`src/rtl/sb_client_fsm_pkg.sv`:
```
// sb_client_fsm_pkg: opcodes, state encoding and clog2 helper shared by the scoreboard client.
package sb_client_fsm_pkg;

    localparam logic [1:0] MEM_OPCODE_READ       = 2'b00;
    localparam logic [1:0] MEM_OPCODE_WRITE_ADDR = 2'b01;
    localparam logic [1:0] ACCEL_OPCODE          = 2'b10;

    typedef enum logic [3:0] {
        IDLE,
        RD_REQ,
        RD_GNT,
        RD_ACK,
        ACC_REQ,
        ACC_GNT,
        ACC_ACK,
        WA_REQ,
        WA_GNT,
        WA_ACK
    } sb_client_state_e;

    function automatic int safe_clog2(input int n);
        return (n <= 2) ? 1 : $clog2(n);
    endfunction

endpackage

```
`src/rtl/sb_client_fsm.sv`:
```
// sb_client_fsm: walks one job through scoreboard READ -> accelerator -> WRITE_ADDR phases.
// Optional watchdog (err pulse, abort to IDLE) enabled by defining SB_CLIENT_TIMEOUT_EN.
module sb_client_fsm
    import sb_client_fsm_pkg::*;
#(
    parameter int SRC_ID_W       = 4,
    parameter int OPCODE_W       = 2,
    parameter int MY_SRC_ID      = 0,
    parameter int TIMEOUT_CYCLES = 1024
) (
    input  logic                clk,
    input  logic                rst_n,
    input  logic                cmd_valid,
    output logic                cmd_ready,
    output logic                req_valid,
    input  logic                req_ready,
    output logic [SRC_ID_W-1:0] req_src_id,
    output logic [OPCODE_W-1:0] req_opcode,
    input  logic                mem_ready,
    input  logic                grant_valid,
    input  logic [SRC_ID_W-1:0] grant_mem_id,
    input  logic [SRC_ID_W-1:0] grant_accel_id,
    input  logic                ack_valid,
    input  logic [SRC_ID_W-1:0] ack_src_id,
    output logic                busy,
    output logic                done,
    output logic                err
);

    sb_client_state_e    state_q, state_d, state_n;
    logic [SRC_ID_W-1:0] id_q, id_d;
    logic                done_q, done_d;
    logic                ack_hit;
    logic [1:0]          op;

    assign ack_hit    = ack_valid && (ack_src_id == id_q);
    assign busy       = state_q != IDLE;
    assign done       = done_q;
    // The done cycle already sits in IDLE, so it is kept out of cmd_ready explicitly.
    assign cmd_ready  = (state_q == IDLE) && !done_q;
    assign req_src_id = SRC_ID_W'(MY_SRC_ID);
    assign req_opcode = OPCODE_W'(op);
    assign done_d     = (state_q == WA_ACK) && ack_hit;

    always_comb begin
        op = (state_q inside {ACC_REQ, ACC_GNT, ACC_ACK}) ? ACCEL_OPCODE :
             (state_q inside {WA_REQ, WA_GNT, WA_ACK})    ? MEM_OPCODE_WRITE_ADDR : MEM_OPCODE_READ;
        id_d = !grant_valid                                ? id_q :
               (state_q == RD_GNT || state_q == WA_GNT)    ? grant_mem_id :
               (state_q == ACC_GNT)                        ? grant_accel_id : id_q;
    end

    always_comb begin
        state_n   = state_q;
        req_valid = 1'b0;
        case (state_q)
            IDLE:    state_n = cmd_valid && cmd_ready ? RD_REQ : IDLE;
            RD_REQ: begin
                req_valid = mem_ready;
                state_n   = mem_ready && req_ready ? RD_GNT : RD_REQ;
            end
            RD_GNT:  state_n = grant_valid ? RD_ACK : RD_REQ;
            RD_ACK:  state_n = ack_hit ? ACC_REQ : RD_ACK;
            ACC_REQ: begin
                req_valid = 1'b1;
                state_n   = req_ready ? ACC_GNT : ACC_REQ;
            end
            ACC_GNT: state_n = grant_valid ? ACC_ACK : ACC_REQ;
            ACC_ACK: state_n = ack_hit ? WA_REQ : ACC_ACK;
            WA_REQ: begin
                req_valid = mem_ready;
                state_n   = mem_ready && req_ready ? WA_GNT : WA_REQ;
            end
            WA_GNT:  state_n = grant_valid ? WA_ACK : WA_REQ;
            WA_ACK:  state_n = ack_hit ? IDLE : WA_ACK;
            default: state_n = IDLE;
        endcase
    end

`ifdef SB_CLIENT_TIMEOUT_EN
    localparam int                CNT_W = safe_clog2(TIMEOUT_CYCLES);
    // Counter reads 0 on entry, so matching LIMIT lands the err pulse on count TIMEOUT_CYCLES-1.
    localparam logic [CNT_W-1:0]  LIMIT = CNT_W'(TIMEOUT_CYCLES - 2);

    logic [CNT_W-1:0] cnt_q, cnt_d;
    logic             err_q, expire;

    assign expire  = (state_q != IDLE) && (state_n == state_q) && (cnt_q == LIMIT);
    assign state_d = expire ? IDLE : state_n;
    assign cnt_d   = (state_q == IDLE || state_d != state_q) ? '0 : cnt_q + 1'b1;
    assign err     = err_q;

    always_ff @(posedge clk or negedge rst_n) begin
        if (!rst_n) begin
            cnt_q <= '0;
            err_q <= 1'b0;
        end else begin
            cnt_q <= cnt_d;
            err_q <= expire;
        end
    end
`else
    logic unused_timeout;

    assign unused_timeout = |TIMEOUT_CYCLES;
    assign state_d        = state_n;
    assign err            = 1'b0;
`endif

    always_ff @(posedge clk or negedge rst_n) begin
        if (!rst_n) begin
            state_q <= IDLE;
            id_q    <= '0;
            done_q  <= 1'b0;
        end else begin
            state_q <= state_d;
            id_q    <= id_d;
            done_q  <= done_d;
        end
    end

endmodule

```
`config.mk`:
```
export PLATFORM = sky130hd
export DESIGN_NAME = sb_client_fsm
export DESIGN_NICKNAME = d
export VERILOG_FILES = /design/src/rtl/sb_client_fsm_pkg.sv /design/src/rtl/sb_client_fsm.sv
export SDC_FILE = /design/constraint.sdc
export NUM_CORES = 1
export LEC_CHECK = 0
export ABC_AREA = 1
export BUFFER_PORTS_ARGS = -buffer_cell sky130_fd_sc_hd__buf_2
export CAP_MARGIN = 20
export CORE_MARGIN = 8
export CORE_UTILIZATION = 49
export CTS_BUF_LIST = sky130_fd_sc_hd__clkbuf_4 sky130_fd_sc_hd__clkbuf_8
export DETAILED_ROUTE_END_ITERATION = 10
export PLACE_DENSITY = 0.85
export SYNTH_ARGS = -nofsm -noshare
export SYNTH_HDL_FRONTEND = slang
export SYNTH_SLANG_ARGS = --single-unit
```
`constraint.sdc`:
```
create_clock -name clk -period 1.5 [get_ports clk]
set_input_delay 0.45 -clock clk [delete_from_list [all_inputs] [get_ports clk]]
set_output_delay 0.45 -clock clk [all_outputs]
set_load 0.01 [all_outputs]
```
==> results.ini, run 1 <==
[status]
status=finished with violations
violations=setup timing

[routing]
drt_iter0_markers=15
dr.pass1.iters=4
viasPerCell=4.99
wl_per_cell_um=13.7
vias=944
drtAntennaViolNets=0
wl_um=2580
drc=0

[layout]
fillers=108
final_area_um2=1190
final_util_pct=78.7
syn_to_final_growth_pct=50.7
multi_input_area_um2=552
regArea_um2=229
drive_gt1_share_pct=46.8
final_nets=193
diodes=0

[clocking]
clkSinkCount=9
cts_hold_buf=0
ctsLongestPathBuffers=2
cts_root_buf=clkbuf_4
cts-htree-levels=1
tritoncts=built
cts_buffers=3
clkTransAtPathRegs_ns=0.06
clk-insertion-delay-late_ns=0.26

[floorplanning]
io_pins=30
rows=14
die_area_um2=3140
die_height_um=56.1
fp.coreArea_um2=1510
die_width_um=56.1
initial_core_util_pct=52.2

[pwr]
swShare_pct=45.1
power.leakage_uw=0.000669
power.switching_uw=923
intPower_uw=1120
p_per_area_nw_per_um2=1730
ir_drop_mv=1.06
power_frac_comb_pct=68.7
clkPwrFrac_pct=9.9
p_seq_share_pct=21.4

[global_routing]
grt_overflow_total=0
grt_antenna_before_repair=0
grt_pass1_vias=954
grt_first_pass_wirelength_um=4020
grt_max_degree=10
grt_usage_pct=15.2

[timing]
period_share_pct=115
max_freq_mhz=579
fin_ws_ns=-0.227
grt_setup_unrepaired=yes
slew_violations=0
setup_viol=8
hold-worst-slack_ns=0.0315
final-hold-violation-count=0
finalCriticalPeriod_ns=1.73
fin_worst_skew_ns=0.00237

[logic_synthesis]
ys_ff_latch=9
synth_cell_types=19
syn_avg_cell_area_um2=6.20
yosys_warnings=0
synth-main-ff-cell=dfrtp_1
synth_seq_area_share_pct=28.6
yosys-top-cells-area=dfrtp_1 (29%), nand2_1 (25%), nor2_1 (7.6%)
synthDominantCellAreaShare_pct=28.6
synth-async-reset-ratio_pct=100
synthTopCellsByCount=nand2_1 (52), nor2_1 (16), inv_1 (12), dfrtp_1 (9)
yosysMostFrequentCell=nand2_1
synth_edf_count=0
synth_area_um2=787
netlist_instances=127
synth_area_leader_cell=dfrtp_1

[critical_path]
start_kind=flop
cp.arrival_ns=1.28
path_cells=inv_2 -> nor2_4 -> nand2_1 -> nand2_2 -> nand2_1 -> o21ai_1 -> buf_2
cp_common_cell=nand2_1
slowest_delay_ns=0.42
slowest_stage=dfrtp_2
cp-end-kind=output port
required_ns=1.05
criticalPathCategory=reg -> out
cp_max_fo=4

[placement]
hpwl_um=1740
port_buffers=24
gp_congestion=0.844
placed_area_um2=965

[flow_run]
maxCapViolCount=0

[min_path]
holdCritPathClass=in -> async

## layout make-up
type                       count  share of cell area [%]
clock buffer                   4                    2.53
inverter                      15                    4.75
multi-input combinational    102                    46.5
sequential                     9                    19.3
tap                           16                    1.69
timing repair buffer          43                    25.2
## final timing paths
| check | slack (ns) | startpoint | to | cells past startpoint |
|---|---|---|---|---|
| min in group clk | 0.50 | grant_mem_id[3] | id_q[3] | 5 |
| hold reg to reg | 0.51 | id_q[3] | id_q[3] | 2 |
| hold / removal | 0.03 | rst_n | state_q[0] | 1 |
| setup reg to reg | -0.12 | state_q[1] | state_q[0] | 12 |
| setup / recovery | -0.23 | state_q[0] | req_valid | 7 |
| max in group asynchronous | 1.27 | rst_n | state_q[1] | 1 |
## critical path, delay by kind of cell (launching register included)
family	cells	cell delay, ns
flops	1	0.42
simple gates	4	0.31
buf+inv	2	0.22
compound gates	1	0.06
## power by group through the flow
stage               Clock, uW  Sequential, uW  Combinational [uW]
CTS                       209             419                1110
global placement            0             399                 893
floorplan                   0             403                 605
detailed placement          0             405                 924
finish                    202             438                1410
global route              227             448                1550
## cell families (layout without fill, tap and decap cells)
family	count (synthesis)	count (layout)	synth area share, %
and+or+nand+nor	89	89	52.5
buffers and inverters	20	62	11.9
AOI/OAI and AO/OA	8	8	6.52
other	1	5	0.476
DFF	9	9	28.6
## layer usage
layer | routed length (um) | GRT usage, %
met5 | 0 | 0
met4 | 37 | 1.72
met3 | 169 | 7.53
met2 | 1380 | 27.3
met1 | 988 | 15.8
## flip-flops by register name, summed over array words and instances, names as in the netlist
signal and flops:
id_q 4, done 1, state_q 4
## layout by cell type, fill, tap and decap left out
master and count:
o21ai_1 1, buf_6 9, nand3_1 5, a21oi_1 1, dfrtp_1 6, buf_4 11
nand2_4 4, nor3_1 1, nor2_4 8, o21ai_4 1, o21ai_2 3, nand4_1 3
dfrtp_2 3, buf_2 23, nor2_2 3, nor2_1 10, nand2_2 6, inv_2 5
clkbuf_4 4, conb_1 5, nand2_1 47, nand3_2 1, o21ai_0 2, inv_1 10
or2_0 1
## repair_timing
item / CTS / global route
buffers inserted: 9 / 5
pin swaps: 2 / 8
setup endpoints to repair: 5 / 9
resized for setup: 7 / 28
## stage by stage
step | TNS [ns] | setup WS (ns) | std cells | power [uW]
after floorplan | 0 | 0.0646 | 131 | 1010
after global placement | 0 | 0.0709 | 174 | 1290
after detailed placement | 0 | 0.0508 | 174 | 1330
after CTS | -1.17 | -0.211 | 187 | 1740
after global routing | -2.07 | -0.292 | 189 | 2220
final | -1.19 | -0.227 | 189 | 2050
(Power assumes the default switching activity.)
==> inputs of run 2 (changes only) <==
--- a/config.mk
+++ b/config.mk
@@ -12,6 +12,8 @@
 export CORE_UTILIZATION = 49
 export CTS_BUF_LIST = sky130_fd_sc_hd__clkbuf_4 sky130_fd_sc_hd__clkbuf_8
 export DETAILED_ROUTE_END_ITERATION = 10
+export GPL_TIMING_DRIVEN = 0
+export MAX_ROUTING_LAYER = met4
 export PLACE_DENSITY = 0.85
 export SYNTH_ARGS = -nofsm -noshare
 export SYNTH_HDL_FRONTEND = slang
==> results.ini, run 2 (same netlist as run 1, synthesis figures left out) <==
[critical_path]
worst_path_dominant_cell_family=flip-flops
start_kind=flop
reg2reg_slack_ns=0.15
cp_common_cell=nand2_1
cp-end-kind=output port
required_ns=1.05
reg2reg_to=state_q[0]
reg2regPathDepth=7
path_buf_inv=1
slowest_stage=dfrtp_2
slowest_delay_ns=0.46
cp_max_fo=4
startpoint=state_q[3]
criticalPathCategory=reg -> out
path_cells=nor2_4 -> nand2_1 -> nand2_1 -> nand2_1 -> o21ai_0 -> buf_2
r2r_start=state_q[1]
cp.arrival_ns=1.26

[routing]
wl_per_cell_um=11.0
drc=0
dr.pass1.iters=4
wl_um=2030
viasPerCell=4.66
vias=857
drtAntennaViolNets=0
drt_iter0_markers=15

[global_routing]
grt_overflow_total=0
grt_usage_pct=13.5
grt_max_degree=10
grt_antenna_before_repair=0
grt_first_pass_wirelength_um=3610
grt_pass1_vias=900

[pwr]
power.leakage_uw=0.000629
ir_drop_mv=1.04
p_per_area_nw_per_um2=1500

[layout]
final_common_cell=nand2_1
final_area_um2=1080
drive_gt1_share_pct=41.1
final_cell_mix=nand2_1 (50), buf_2 (23), nor2_1 (14), buf_4 (12), inv_1 (10)
syn_to_final_growth_pct=37.4
fillers=138
final_nets=188
diodes=0

[status]
violations=setup timing
status=finished with violations

[placement]
gp_congestion=0.868
placed_area_um2=942
hpwl_um=1570
port_buffers=24

[clocking]
clk-insertion-delay-late_ns=0.25
cts_hold_buf=0
cts-htree-levels=1
cts_buffers=3
clkSinkCount=9
clkTransAtPathRegs_ns=0.05
cts_root_buf=clkbuf_4
ctsLongestPathBuffers=2
tritoncts=built

[flow_run]
maxCapViolCount=0

[timing]
period_share_pct=114
finalCriticalPeriod_ns=1.71
slew_violations=0
fin_worst_skew_ns=0.00201
fin_ws_ns=-0.206
final-hold-violation-count=0
setup_viol=5
fin_tns_setup_ns=-0.633
max_freq_mhz=586
grt_setup_unrepaired=yes

[floorplanning]
die_height_um=56.1
io_pins=30
rows=14
die_width_um=56.1
die_area_um2=3140
initial_core_util_pct=52.2
fp.coreArea_um2=1510

[min_path]
holdCritPathClass=in -> async

run 2: cell count changes in the layout (fill, tap and decap cells not counted), moves of 2 or more:
cell / before / now
nor2_1: 10 / 14
nor2_4: 8 / 5
nand2_1: 47 / 50
buf_6: 9 / 3
nand2_2: 6 / 4
run 2: cell type report:
cell class              count  area [um^2]  area share [%]
plain buffers               5         37.5            3.47
clock buffers               4         30.0            2.78
inverters                  15         58.8            5.44
multi-input cells         102          503            46.5
flip-flops and latches      9          230            21.3
well taps                  16         20.0            1.85
repair buffers             33          201            18.6
run 2: what timing repair did:
item | 4_1_cts | 5_1_grt
setup endpoints to repair | 5 | 5
buffers inserted | 8 | 1
gates resized for setup | 12 | 5
hold endpoints to repair | 0 | 0
pin swaps | 2 | 1
run 2: per-stage QoR:
step           std cells  hold slack, ns  power (uW)  utilization (%)  setup WS, ns
2_1_floorplan        131           0.154        1010                -        0.0646
3_3_place_gp         171           0.303        1190             62.5       -0.0618
3_5_place_dp         171           0.305        1210             62.5       -0.0634
4_1_cts              183          0.0354        1570             70.2        -0.200
5_1_grt              184          0.0397        1780             71.8        -0.297
6_report             184          0.0336        1620             71.8        -0.206
run 2: power breakdown:
| group | switching [uW] | internal, uW |
|---|---|---|
| Combinational | 565 | 427 |
| Clock | 72.8 | 120 |
| Sequential | 102 | 336 |
run 2: layer usage:
| metal | part of all wire, % | GRT usage [%] | up-vias |
|---|---|---|---|
| met1 | 43 | 14.7 | 369 |
| met2 | 52 | 23.8 | 24 |
| met4 | 0.89 | 2.06 | 0 |
| li1 | - | - | 462 |
| met3 | 4.2 | 4.34 | 2 |
| met5 | 0 | - | - |
run 2: worst reg2reg max path, stage by stage (launching register included):
cell	delay (ns)
dfrtp_2	0.45
buf_4	0.17
nand2_2	0.12
nor2_4	0.07
nor2_4	0.14
nand2_1	0.06
nor2_1	0.12
nand3_1	0.09
run 2: worst max-delay path by stage:
stage / to / slack, ns / cells past startpoint
floorplan: req_valid / 0.06 / 3
global placement: req_valid / -0.06 / 6
detailed placement: req_valid / -0.06 / 6
CTS: req_valid / -0.20 / 7
global route: req_valid / -0.30 / 6
finish: req_valid / -0.21 / 6
==> inputs of run 3 (changes only) <==
==> constraint.sdc (replaced) <==
create_clock -name clk -period 1.5 [get_ports clk]
set_input_delay 0.225 -clock clk [delete_from_list [all_inputs] [get_ports clk]]
set_output_delay 0.225 -clock clk [all_outputs]
set_load 0.01 [all_outputs]
==> results.ini, run 3 (same netlist as run 1, synthesis figures left out) <==
[timing]
hold-worst-slack_ns=0.276
fin_ws_ns=0.0136
final-hold-violation-count=0
grt_setup_unrepaired=yes
finalCriticalPeriod_ns=1.49
fin_worst_skew_ns=0.00221
setup_viol=0
slew_violations=0
max_freq_mhz=673
period_share_pct=99.1
fin_tns_setup_ns=0

[layout]
diodes=0
syn_to_final_growth_pct=35.5
final_nets=188
drive_gt1_share_pct=39.3
stdcell_count=184
fillers=135
final_common_cell=nand2_1
final_cell_mix=nand2_1 (51), buf_2 (24), nor2_1 (13), buf_4 (13), inv_1 (11)

[pwr]
power.switching_uw=731
p_seq_share_pct=27.5
power_frac_comb_pct=60.3
ir_drop_mv=1.00
total_power_uw=1580
power.leakage_uw=0.000624
swShare_pct=46.2
clkPwrFrac_pct=12.2
intPower_uw=850
p_per_area_nw_per_um2=1480

[clocking]
clkSinkCount=9
clk-insertion-delay-late_ns=0.25
ctsLongestPathBuffers=2
tritoncts=built
cts_root_buf=clkbuf_4
cts-htree-levels=1
clkTransAtPathRegs_ns=0.06
cts_buffers=3

[min_path]
holdPathEnd=id_q[3]
holdCritPathClass=in -> reg
hold_depth=5
min-delay-start=grant_mem_id[3]

[global_routing]
grt_first_pass_wirelength_um=3370
grt_overflow_total=0
grt_usage_pct=12.7
grt_max_degree=10
grt_pass1_vias=848
grt_antenna_before_repair=0

[routing]
wl_um=1980
vias=849
m1WireLength_um=835
drc=0
viasPerCell=4.61
wl_per_cell_um=10.8
topRoutingLayerUsed=met4
drtAntennaViolNets=0
dr_wl_met2_um=1010
drt_iter0_markers=15
dr.pass1.iters=4
wl_met3_um=117

[placement]
place_inst=171
port_buffers=24
dp_slack_ns=0.162
hpwl_um=1570
gp_congestion=0.868

[critical_path]
criticalPathCategory=reg -> out
reg2reg_to=state_q[0]
start_kind=flop
cp-end-kind=output port
cp.arrival_ns=1.26
r2r_start=state_q[1]
cp_max_fo=3
reg2regPathDepth=7
required_ns=1.27
reg2reg_slack_ns=0.16

[floorplanning]
io_pins=30
rows=14
fp.coreArea_um2=1510
die_height_um=56.1
die_width_um=56.1
initial_core_util_pct=52.2
die_area_um2=3140

[status]
status=complete, no violations

[flow_run]
maxCapViolCount=0

[run 3: timing repair]
action / CTS / global route
gates resized for setup: 9 / 2
hold endpoints to repair: 9 / 0
endpoints found under the setup margin: 2 / 1
buffers inserted: 4 / 4
hold buffers: 1 / 0
pin swaps: 2 / 2
cloned: 0 / 0
[run 3: per-layer routing]
metal | GRT usage [%] | vias up
li1 | - | 463
met1 | 13.8 | 358
met2 | 22.0 | 26
met3 | 4.57 | 2
met4 | 2.06 | 0
met5 | - | -
[run 3: worst max path at each step]
stage | to | startpoint | slack, ns | cells past startpoint
6_report | req_valid | state_q[2] | 0.01 | 7
5_1_grt | req_valid | state_q[2] | -0.09 | 7
4_1_cts | req_valid | state_q[3] | 0.004 | 6
3_5_place_dp | req_valid | state_q[3] | 0.16 | 6
3_3_place_gp | req_valid | state_q[3] | 0.16 | 6
2_1_floorplan | req_valid | state_q[1] | 0.29 | 3
[run 3: metrics by stage]
stage	utilization [%]	instance area [um^2]
floorplan	-	802
global placement	62.5	942
detailed placement	62.5	942
CTS	68.6	1030
global route	70.8	1070
finish	70.8	1070
[run 3: final cells by class]
cell class | instances | area, um^2 | share of cell area [%]
multi-input combinational | 102 | 503 | 47.2
sequential | 9 | 229 | 21.5
timing repair buffer | 33 | 190 | 17.8
inverter | 15 | 56.3 | 5.28
buffer | 5 | 37.5 | 3.52
clock buffer | 4 | 30.0 | 2.82
tap | 16 | 20.0 | 1.88
[run 3: power groups by stage]
stage | Combinational, uW | Clock [uW] | Sequential (uW)
floorplan | 605 | 0 | 403
global placement | 769 | 0 | 417
detailed placement | 791 | 0 | 419
CTS | 878 | 197 | 431
global route | 1070 | 218 | 448
finish | 953 | 193 | 435
[run 3: critical path, stage by stage (launching register included)]
cell	delay, ns
dfrtp_1	0.42
inv_2	0.08
nor2_2	0.13
nand2_1	0.07
nand2_1	0.07
nand2_1	0.05
o21ai_1	0.06
buf_2	0.14
